[src/rtl/lif_timestep_scheduler_if.sv]
// Bundle of step-control, weight-memory and spike-event signals for the LIF timestep scheduler.
// master = scheduler side, slave = surrounding sequencer / weight memory / spike router.
interface lif_timestep_scheduler_if #(
  parameter int IDX_W = 4
);
  logic             step_start;
  logic [7:0]       spike_in;
  logic [7:0]       threshold;
  logic [7:0]       leak_value;
  logic [3:0]       tref;
  logic             step_busy;
  logic             step_done;
  logic             w_rd;
  logic [IDX_W-1:0] w_addr;
  logic [63:0]      w_data;
  logic             ev_valid;
  logic [IDX_W-1:0] ev_idx;
  logic             ev_ready;

  modport master (
    input  step_start, spike_in, threshold, leak_value, tref, w_data, ev_ready,
    output step_busy, step_done, w_rd, w_addr, ev_valid, ev_idx
  );

  modport slave (
    output step_start, spike_in, threshold, leak_value, tref, w_data, ev_ready,
    input  step_busy, step_done, w_rd, w_addr, ev_valid, ev_idx
  );
endinterface

[src/rtl/lif_timestep_scheduler.sv]
// Time-multiplexed LIF neuron controller: one shared integrate/leak/threshold unit per timestep.
// Optional refractory storage is built only when LIF_REFRACTORY_EN is defined.
module lif_timestep_scheduler #(
  parameter int NUM_NEURONS = 16,
  parameter int IDX_W       = 4
) (
  input logic                     clk,
  input logic                     reset_n,
  lif_timestep_scheduler_if.master bus
);

  localparam logic [2:0] ST_IDLE   = 3'd0;
  localparam logic [2:0] ST_FETCH  = 3'd1;
  localparam logic [2:0] ST_UPDATE = 3'd2;
  localparam logic [2:0] ST_EMIT   = 3'd3;
  localparam logic [2:0] ST_DONE   = 3'd4;

  logic [2:0]       state;
  logic [IDX_W-1:0] idx;
  logic [IDX_W-1:0] ev_idx_r;
  logic [7:0]       spike_s;
  logic [7:0]       thr_s;
  logic [7:0]       leak_s;
  logic [7:0]       v_mem [NUM_NEURONS];

  logic [11:0]      s_sum;
  logic [11:0]      l_val;
  logic             underflow;
  logic             fire;
  logic [7:0]       v_next;
  logic [3:0]       tr_cur;
  logic [3:0]       tr_next;
  logic             last;

  function automatic logic [11:0] syn_sum(input logic [7:0] spk, input logic [63:0] lanes);
    logic [11:0] acc;
    acc = '0;
    for (int k = 0; k < 8; k++) begin
      if (spk[k]) acc = acc + {4'd0, lanes[8*k +: 8]};
    end
    return acc;
  endfunction

`ifdef LIF_REFRACTORY_EN
  logic [3:0] tref_s;
  logic [3:0] tr_mem [NUM_NEURONS];

  assign tr_cur = tr_mem[idx];

  always_ff @(posedge clk or negedge reset_n) begin
    if (!reset_n) begin
      tref_s <= '0;
      for (int n = 0; n < NUM_NEURONS; n++) tr_mem[n] <= '0;
    end else begin
      if (state == ST_IDLE && bus.step_start) tref_s <= bus.tref;
      if (state == ST_UPDATE) tr_mem[idx] <= tr_next;
    end
  end
`else
  // No refractory storage: every neuron is always eligible to fire.
  assign tr_cur = 4'd0;
`endif

  // Integrate / leak / threshold for the neuron whose weights arrive this cycle.
  always_comb begin
    s_sum     = {4'd0, v_mem[idx]} + syn_sum(spike_s, bus.w_data);
    underflow = s_sum < {4'd0, leak_s};
    l_val     = s_sum - {4'd0, leak_s};
    fire      = 1'b0;
    v_next    = 8'd0;
    tr_next   = tr_cur;
    if (tr_cur != 4'd0) begin
      tr_next = tr_cur - 4'd1;
    end else if (underflow) begin
      v_next = 8'd0;
    end else if (l_val >= {4'd0, thr_s}) begin
      fire = 1'b1;
`ifdef LIF_REFRACTORY_EN
      tr_next = tref_s;
`endif
    end else begin
      v_next = l_val[7:0];
    end
  end

  assign last = (idx == IDX_W'(NUM_NEURONS - 1));

  always_ff @(posedge clk or negedge reset_n) begin
    if (!reset_n) begin
      state    <= ST_IDLE;
      idx      <= '0;
      ev_idx_r <= '0;
      spike_s  <= '0;
      thr_s    <= '0;
      leak_s   <= '0;
    end else begin
      case (state)
        ST_IDLE: begin
          if (bus.step_start) begin
            spike_s <= bus.spike_in;
            thr_s   <= bus.threshold;
            leak_s  <= bus.leak_value;
            idx     <= '0;
            state   <= ST_FETCH;
          end
        end
        ST_FETCH: state <= ST_UPDATE;
        ST_UPDATE: begin
          if (fire) begin
            ev_idx_r <= idx;
            state    <= ST_EMIT;
          end else if (last) begin
            state <= ST_DONE;
          end else begin
            idx   <= idx + IDX_W'(1);
            state <= ST_FETCH;
          end
        end
        ST_EMIT: begin
          if (bus.ev_ready) begin
            if (last) begin
              state <= ST_DONE;
            end else begin
              idx   <= idx + IDX_W'(1);
              state <= ST_FETCH;
            end
          end
        end
        ST_DONE: state <= ST_IDLE;
        default: state <= ST_IDLE;
      endcase
    end
  end

  always_ff @(posedge clk or negedge reset_n) begin
    if (!reset_n) begin
      for (int n = 0; n < NUM_NEURONS; n++) v_mem[n] <= '0;
    end else if (state == ST_UPDATE) begin
      v_mem[idx] <= v_next;
    end
  end

  assign bus.step_busy = (state != ST_IDLE);
  assign bus.step_done = (state == ST_DONE);
  assign bus.w_rd      = (state == ST_FETCH);
  assign bus.w_addr    = idx;
  assign bus.ev_valid  = (state == ST_EMIT);
  assign bus.ev_idx    = ev_idx_r;

endmodule

[src/flat_wrapper.sv]
// flat-port wrapper written by rule: the top's interface ports become plain ports
module lif_timestep_scheduler_flat 
#(
  parameter int NUM_NEURONS = 16,
  parameter int IDX_W       = 4
)
  (clk, reset_n, bus_step_start, bus_spike_in, bus_threshold, bus_leak_value, bus_tref, bus_w_data, bus_ev_ready, bus_step_busy, bus_step_done, bus_w_rd, bus_w_addr, bus_ev_valid, bus_ev_idx);
  lif_timestep_scheduler_if #(.IDX_W(IDX_W)) bus_i ();
  input logic clk;
  input logic reset_n;
  input wire logic [$bits(bus_i.step_start)-1:0] bus_step_start;
  input wire logic [$bits(bus_i.spike_in)-1:0] bus_spike_in;
  input wire logic [$bits(bus_i.threshold)-1:0] bus_threshold;
  input wire logic [$bits(bus_i.leak_value)-1:0] bus_leak_value;
  input wire logic [$bits(bus_i.tref)-1:0] bus_tref;
  input wire logic [$bits(bus_i.w_data)-1:0] bus_w_data;
  input wire logic [$bits(bus_i.ev_ready)-1:0] bus_ev_ready;
  output wire logic [$bits(bus_i.step_busy)-1:0] bus_step_busy;
  output wire logic [$bits(bus_i.step_done)-1:0] bus_step_done;
  output wire logic [$bits(bus_i.w_rd)-1:0] bus_w_rd;
  output wire logic [$bits(bus_i.w_addr)-1:0] bus_w_addr;
  output wire logic [$bits(bus_i.ev_valid)-1:0] bus_ev_valid;
  output wire logic [$bits(bus_i.ev_idx)-1:0] bus_ev_idx;
  assign bus_i.step_start = bus_step_start;
  assign bus_i.spike_in = bus_spike_in;
  assign bus_i.threshold = bus_threshold;
  assign bus_i.leak_value = bus_leak_value;
  assign bus_i.tref = bus_tref;
  assign bus_i.w_data = bus_w_data;
  assign bus_i.ev_ready = bus_ev_ready;
  assign bus_step_busy = bus_i.step_busy;
  assign bus_step_done = bus_i.step_done;
  assign bus_w_rd = bus_i.w_rd;
  assign bus_w_addr = bus_i.w_addr;
  assign bus_ev_valid = bus_i.ev_valid;
  assign bus_ev_idx = bus_i.ev_idx;
  lif_timestep_scheduler #(.NUM_NEURONS(NUM_NEURONS), .IDX_W(IDX_W)) u_core (.clk(clk), .reset_n(reset_n), .bus(bus_i));
endmodule
[config.mk]
export PLATFORM = sky130hd
export DESIGN_NAME = lif_timestep_scheduler_flat
export DESIGN_NICKNAME = d
export VERILOG_FILES = /design/src/rtl/lif_timestep_scheduler_if.sv /design/src/rtl/lif_timestep_scheduler.sv /design/src/flat_wrapper.sv
export SDC_FILE = /design/constraint.sdc
export NUM_CORES = 1
export LEC_CHECK = 0
export ABC_AREA = 1
export CELL_PAD_IN_SITES_DETAIL_PLACEMENT = 1
export CELL_PAD_IN_SITES_GLOBAL_PLACEMENT = 2
export CORE_MARGIN = 8
export CORE_UTILIZATION = 31
export CTS_CLUSTER_SIZE = 14
export DETAILED_ROUTE_END_ITERATION = 8
export PLACE_DENSITY = 0.84
export SYNTH_ARGS = -nofsm -noshare
export SYNTH_HDL_FRONTEND = slang
export SYNTH_SLANG_ARGS = --single-unit
[constraint.sdc]
create_clock -name clk -period 9.68 [get_ports clk]
set_clock_uncertainty 0.15 [all_clocks]
set_input_delay 1.936 -clock clk [delete_from_list [all_inputs] [get_ports clk]]
set_output_delay 1.936 -clock clk [all_outputs]
set_load 0.01 [all_outputs]
==> reports/metrics.cfg <==
[yosys]
synth_common_cells = 306 x nor2_1, 219 x nand2_1, 163 x dfrtp_1
count_of_flip_flops_with_a_built_in_enable_after_synthesis = 0
ys_warn_count = 0
synth-main-ff-cell = dfrtp_1
ys_seq_area_frac = 0.339
asyncSetResetFlopFracSynth = 1.00
netlist.top_cell.by_area = dfrtp_1
synth-seq-cells = 163
synth.avg_cell_area_um2 = 7.59
synth_top_area_share = 0.339
mappedNetlistNets = 1773
synth.area.top_cells = dfrtp_1 34%, nor2_1 9.6%, ha_1 8.7%, nand2_1 6.8%, a21oi_1 6.7%
synth.lib_cells_used.distinct = 49
syn-instance-count = 1584
synth_most_common_cell = nor2_1
synth_area_mm2 = 0.0120

[critical_path]
worstSetupStartpoint = bus_w_data[0]
slowest_delay_ns = 0.47
worst_path_max_delay_cell = fa_2
critical_path.top_delay_family = adder cells
cp_data_required_time_ns = 9.89
crit_cells = 56
worst_setup_start_kind = input pin
reg2reg_setup_slack_ns = -0.34
critPathArrivalTime_ns = 11.28
path_max_fanout = 8
worst_setup_end_kind = register
crit_buf_inv = 14
worst_r2r_startpoint = u_core.spike_s[0]
regToRegEndpoint = u_core.v_mem[104]
reg2reg_depth = 55
timing.setup.critical_path_class = in -> reg
worstSetupEndpoint = u_core.v_mem[104]

[sta]
hold_violations = 0
worstMarginPinSlew_ns = 1.41
setup-tns-final_ns = -182.51
final-max-slew-violation-count = 0
min_period_over_period = 1.14
unrepaired_setup_endpoints_after_global_routing = yes
fin_crit_ns = 11.06
achievable-frequency_ghz = 0.0904
timing.max_slew.rel_slack = 0.0622
finalSetupViolCount = 139
final.setup.worst_slack_ns = -1.38

[finish]
final_core_utilization = 0.447
postLayoutCellArea_mm2 = 0.0172
fin_nets = 2094
synthToLayoutAreaGrowth_pct = 43.0
layout.filler_cells = 4638
post_route_cells_drive_above_1_share = 0.318

[drt]
route.detailed.vias_per_inst = 4.92
drt_drc_violations_left = 0
num_vias = 12000
drt_iter0_drc = 541
drt_wl_total_um = 44900
route.detailed.wl_per_inst_um = 18.4
final_ant_viol_nets = 0
drtPass1Iterations = 4

[grt]
grt_usage = 0.195
gr-total-overflow = 0
grt_start_max_net_pins = 100
grt_antenna_before_repair = 3
global_route_wire_length_before_repair_um = 69600
first_global_vias = 12900

[outcome]
violations_in_the_final_reports = setup timing
outcome = finished with violations

[floorplan]
design.die.area_mm2 = 0.0453
io_pins = 108
die_height_um = 213
std_cell_rows = 72
core_region_area_mm2 = 0.0385
initial_standard_cell_utilization_of_the_core = 0.312
floorplan.die.width_um = 213

[placement]
placement.cell_area_mm2 = 0.0152
gp_routability_congestion = 0.837
pre_cts_setup_slack_ns = -2.77
buffer_ports.inserted = 103
dp_hpwl_um = 30400

[job]
cap_viol_max_count = 0

[clock_network]
clock_tree.root_cell = clkbuf_16
ctsHoldBuffers = 0
clock_tree_from_tritoncts = built
clock_sink_count = 163
clock_path_buffers = 2
h_tree_lvls = 4
register_clock_pin_slew_on_the_reported_worst_setup_and_hold_paths_ns = 0.08
numCtsBuffers = 17
worst_skew_pair.late_latency_ns = 0.45

[worst_hold_path]
worst_hold_startpoint = u_core.bus.ev_idx[1]
class_of_the_tightest_hold_or_removal_check = reg -> reg

logic make-up (layout without fill, tap and decap cells):
| group | count (synthesis) | in the layout | synth area share |
|---|---|---|---|
| buffers and inverters | 226 | 560 | 0.0788 |
| AO/OA/AOI/OAI | 408 | 408 | 0.202 |
| flip-flops | 163 | 163 | 0.339 |
| XOR/XNOR | 43 | 43 | 0.0313 |
| adder cells (fa/ha/maj) | 93 | 93 | 0.102 |
| AND/OR/NAND/NOR | 640 | 640 | 0.236 |
| other | 0 | 4 | 0 |
| multiplexers | 11 | 11 | 0.00948 |
sequential cells by signal, indices dropped and copies added (netlist names):
name,count
u_core.spike_s,8
u_core.leak_s,8
u_core.bus.w_addr,4
u_core.v_mem,128
u_core.bus.ev_idx,4
u_core.thr_s,8
u_core.state,3
timing repair:
action | in CTS | in global routing
setup endpoints to repair | 139 | 139
resized for setup | 128 | 87
cloned | 4 | 2
buffers inserted | 30 | 15
pin swaps | 67 | 68
hold endpoints to repair | 0 | 0
worst reg2reg max path, delay by kind of cell, from the launching register on:
family | cells | cell delay, ns
flops | 1 | 0.51
compound gates | 15 | 2.06
mux | 1 | 0.13
fa+ha+maj | 11 | 3.63
buf+inv | 13 | 1.50
xor+xnor | 7 | 1.13
simple gates | 8 | 0.82
through the flow:
stage                     instances  hold slack [ns]
after floorplan                1584            0.333
after global placement         2355            0.327
after detailed placement       2355            0.336
after CTS                      2419            0.354
after global routing           2439            0.387
final                          2440            0.356
how the worst min path moves through the flow:
stage          cells after the start                   end  slack, ns
6_report                           2  u_core.bus.ev_idx[1]       0.36
5_1_grt                            2      u_core.v_mem[72]       0.39
4_1_cts                            2  u_core.bus.ev_idx[1]       0.35
3_5_place_dp                       2  u_core.bus.ev_idx[1]       0.34
3_3_place_gp                       2  u_core.bus.ev_idx[2]       0.33
2_1_floorplan                      2     u_core.v_mem[114]       0.33
layout make-up:
class,count,area (um2),share of cell area
diodes,4,10.0,0.000583
clock buffers,18,429,0.0250
clock inverters,14,218,0.0127
inverters,163,614,0.0358
multi-input cells,1195,7950,0.463
flip-flops and latches,163,4080,0.237
well taps,518,648,0.0377
repair buffers,365,3240,0.188
metal layers:
layer  share of wire  wire (um)  track usage
met1            0.43      19300        0.237
met2            0.50      22700        0.343
met3           0.035       1570       0.0327
met4           0.029       1320       0.0738
met5               0          0            0
cell usage in the layout, fill, tap and decap left out, types with 5 or more instances in the layout:
cell type / instances
a21oi_1: 111
a21oi_2: 118
a21oi_4: 15
a31oi_1: 6
buf_12: 10
buf_4: 242
buf_6: 6
clkbuf_16: 19
clkdlybuf4s50_1: 98
dfrtp_1: 162
fa_1: 5
ha_1: 65
ha_4: 18
inv_1: 144
inv_2: 15
inv_6: 5
mux2i_1: 8
nand2_1: 208
nand2_2: 24
nand2_4: 6
nand3_1: 29
nand3_2: 20
nand3_4: 10
nand3b_1: 5
nand4_1: 7
nor2_1: 289
nor2_2: 22
o21ai_0: 85
o21ai_1: 23
o21ai_2: 23
o21ai_4: 5
or4_1: 7
xnor2_1: 12
xnor2_2: 5
xor2_1: 23
Power is left out: the tool's default activity adds up to more than one toggle a clock period on the data nets, which glitch-free logic cannot reach.
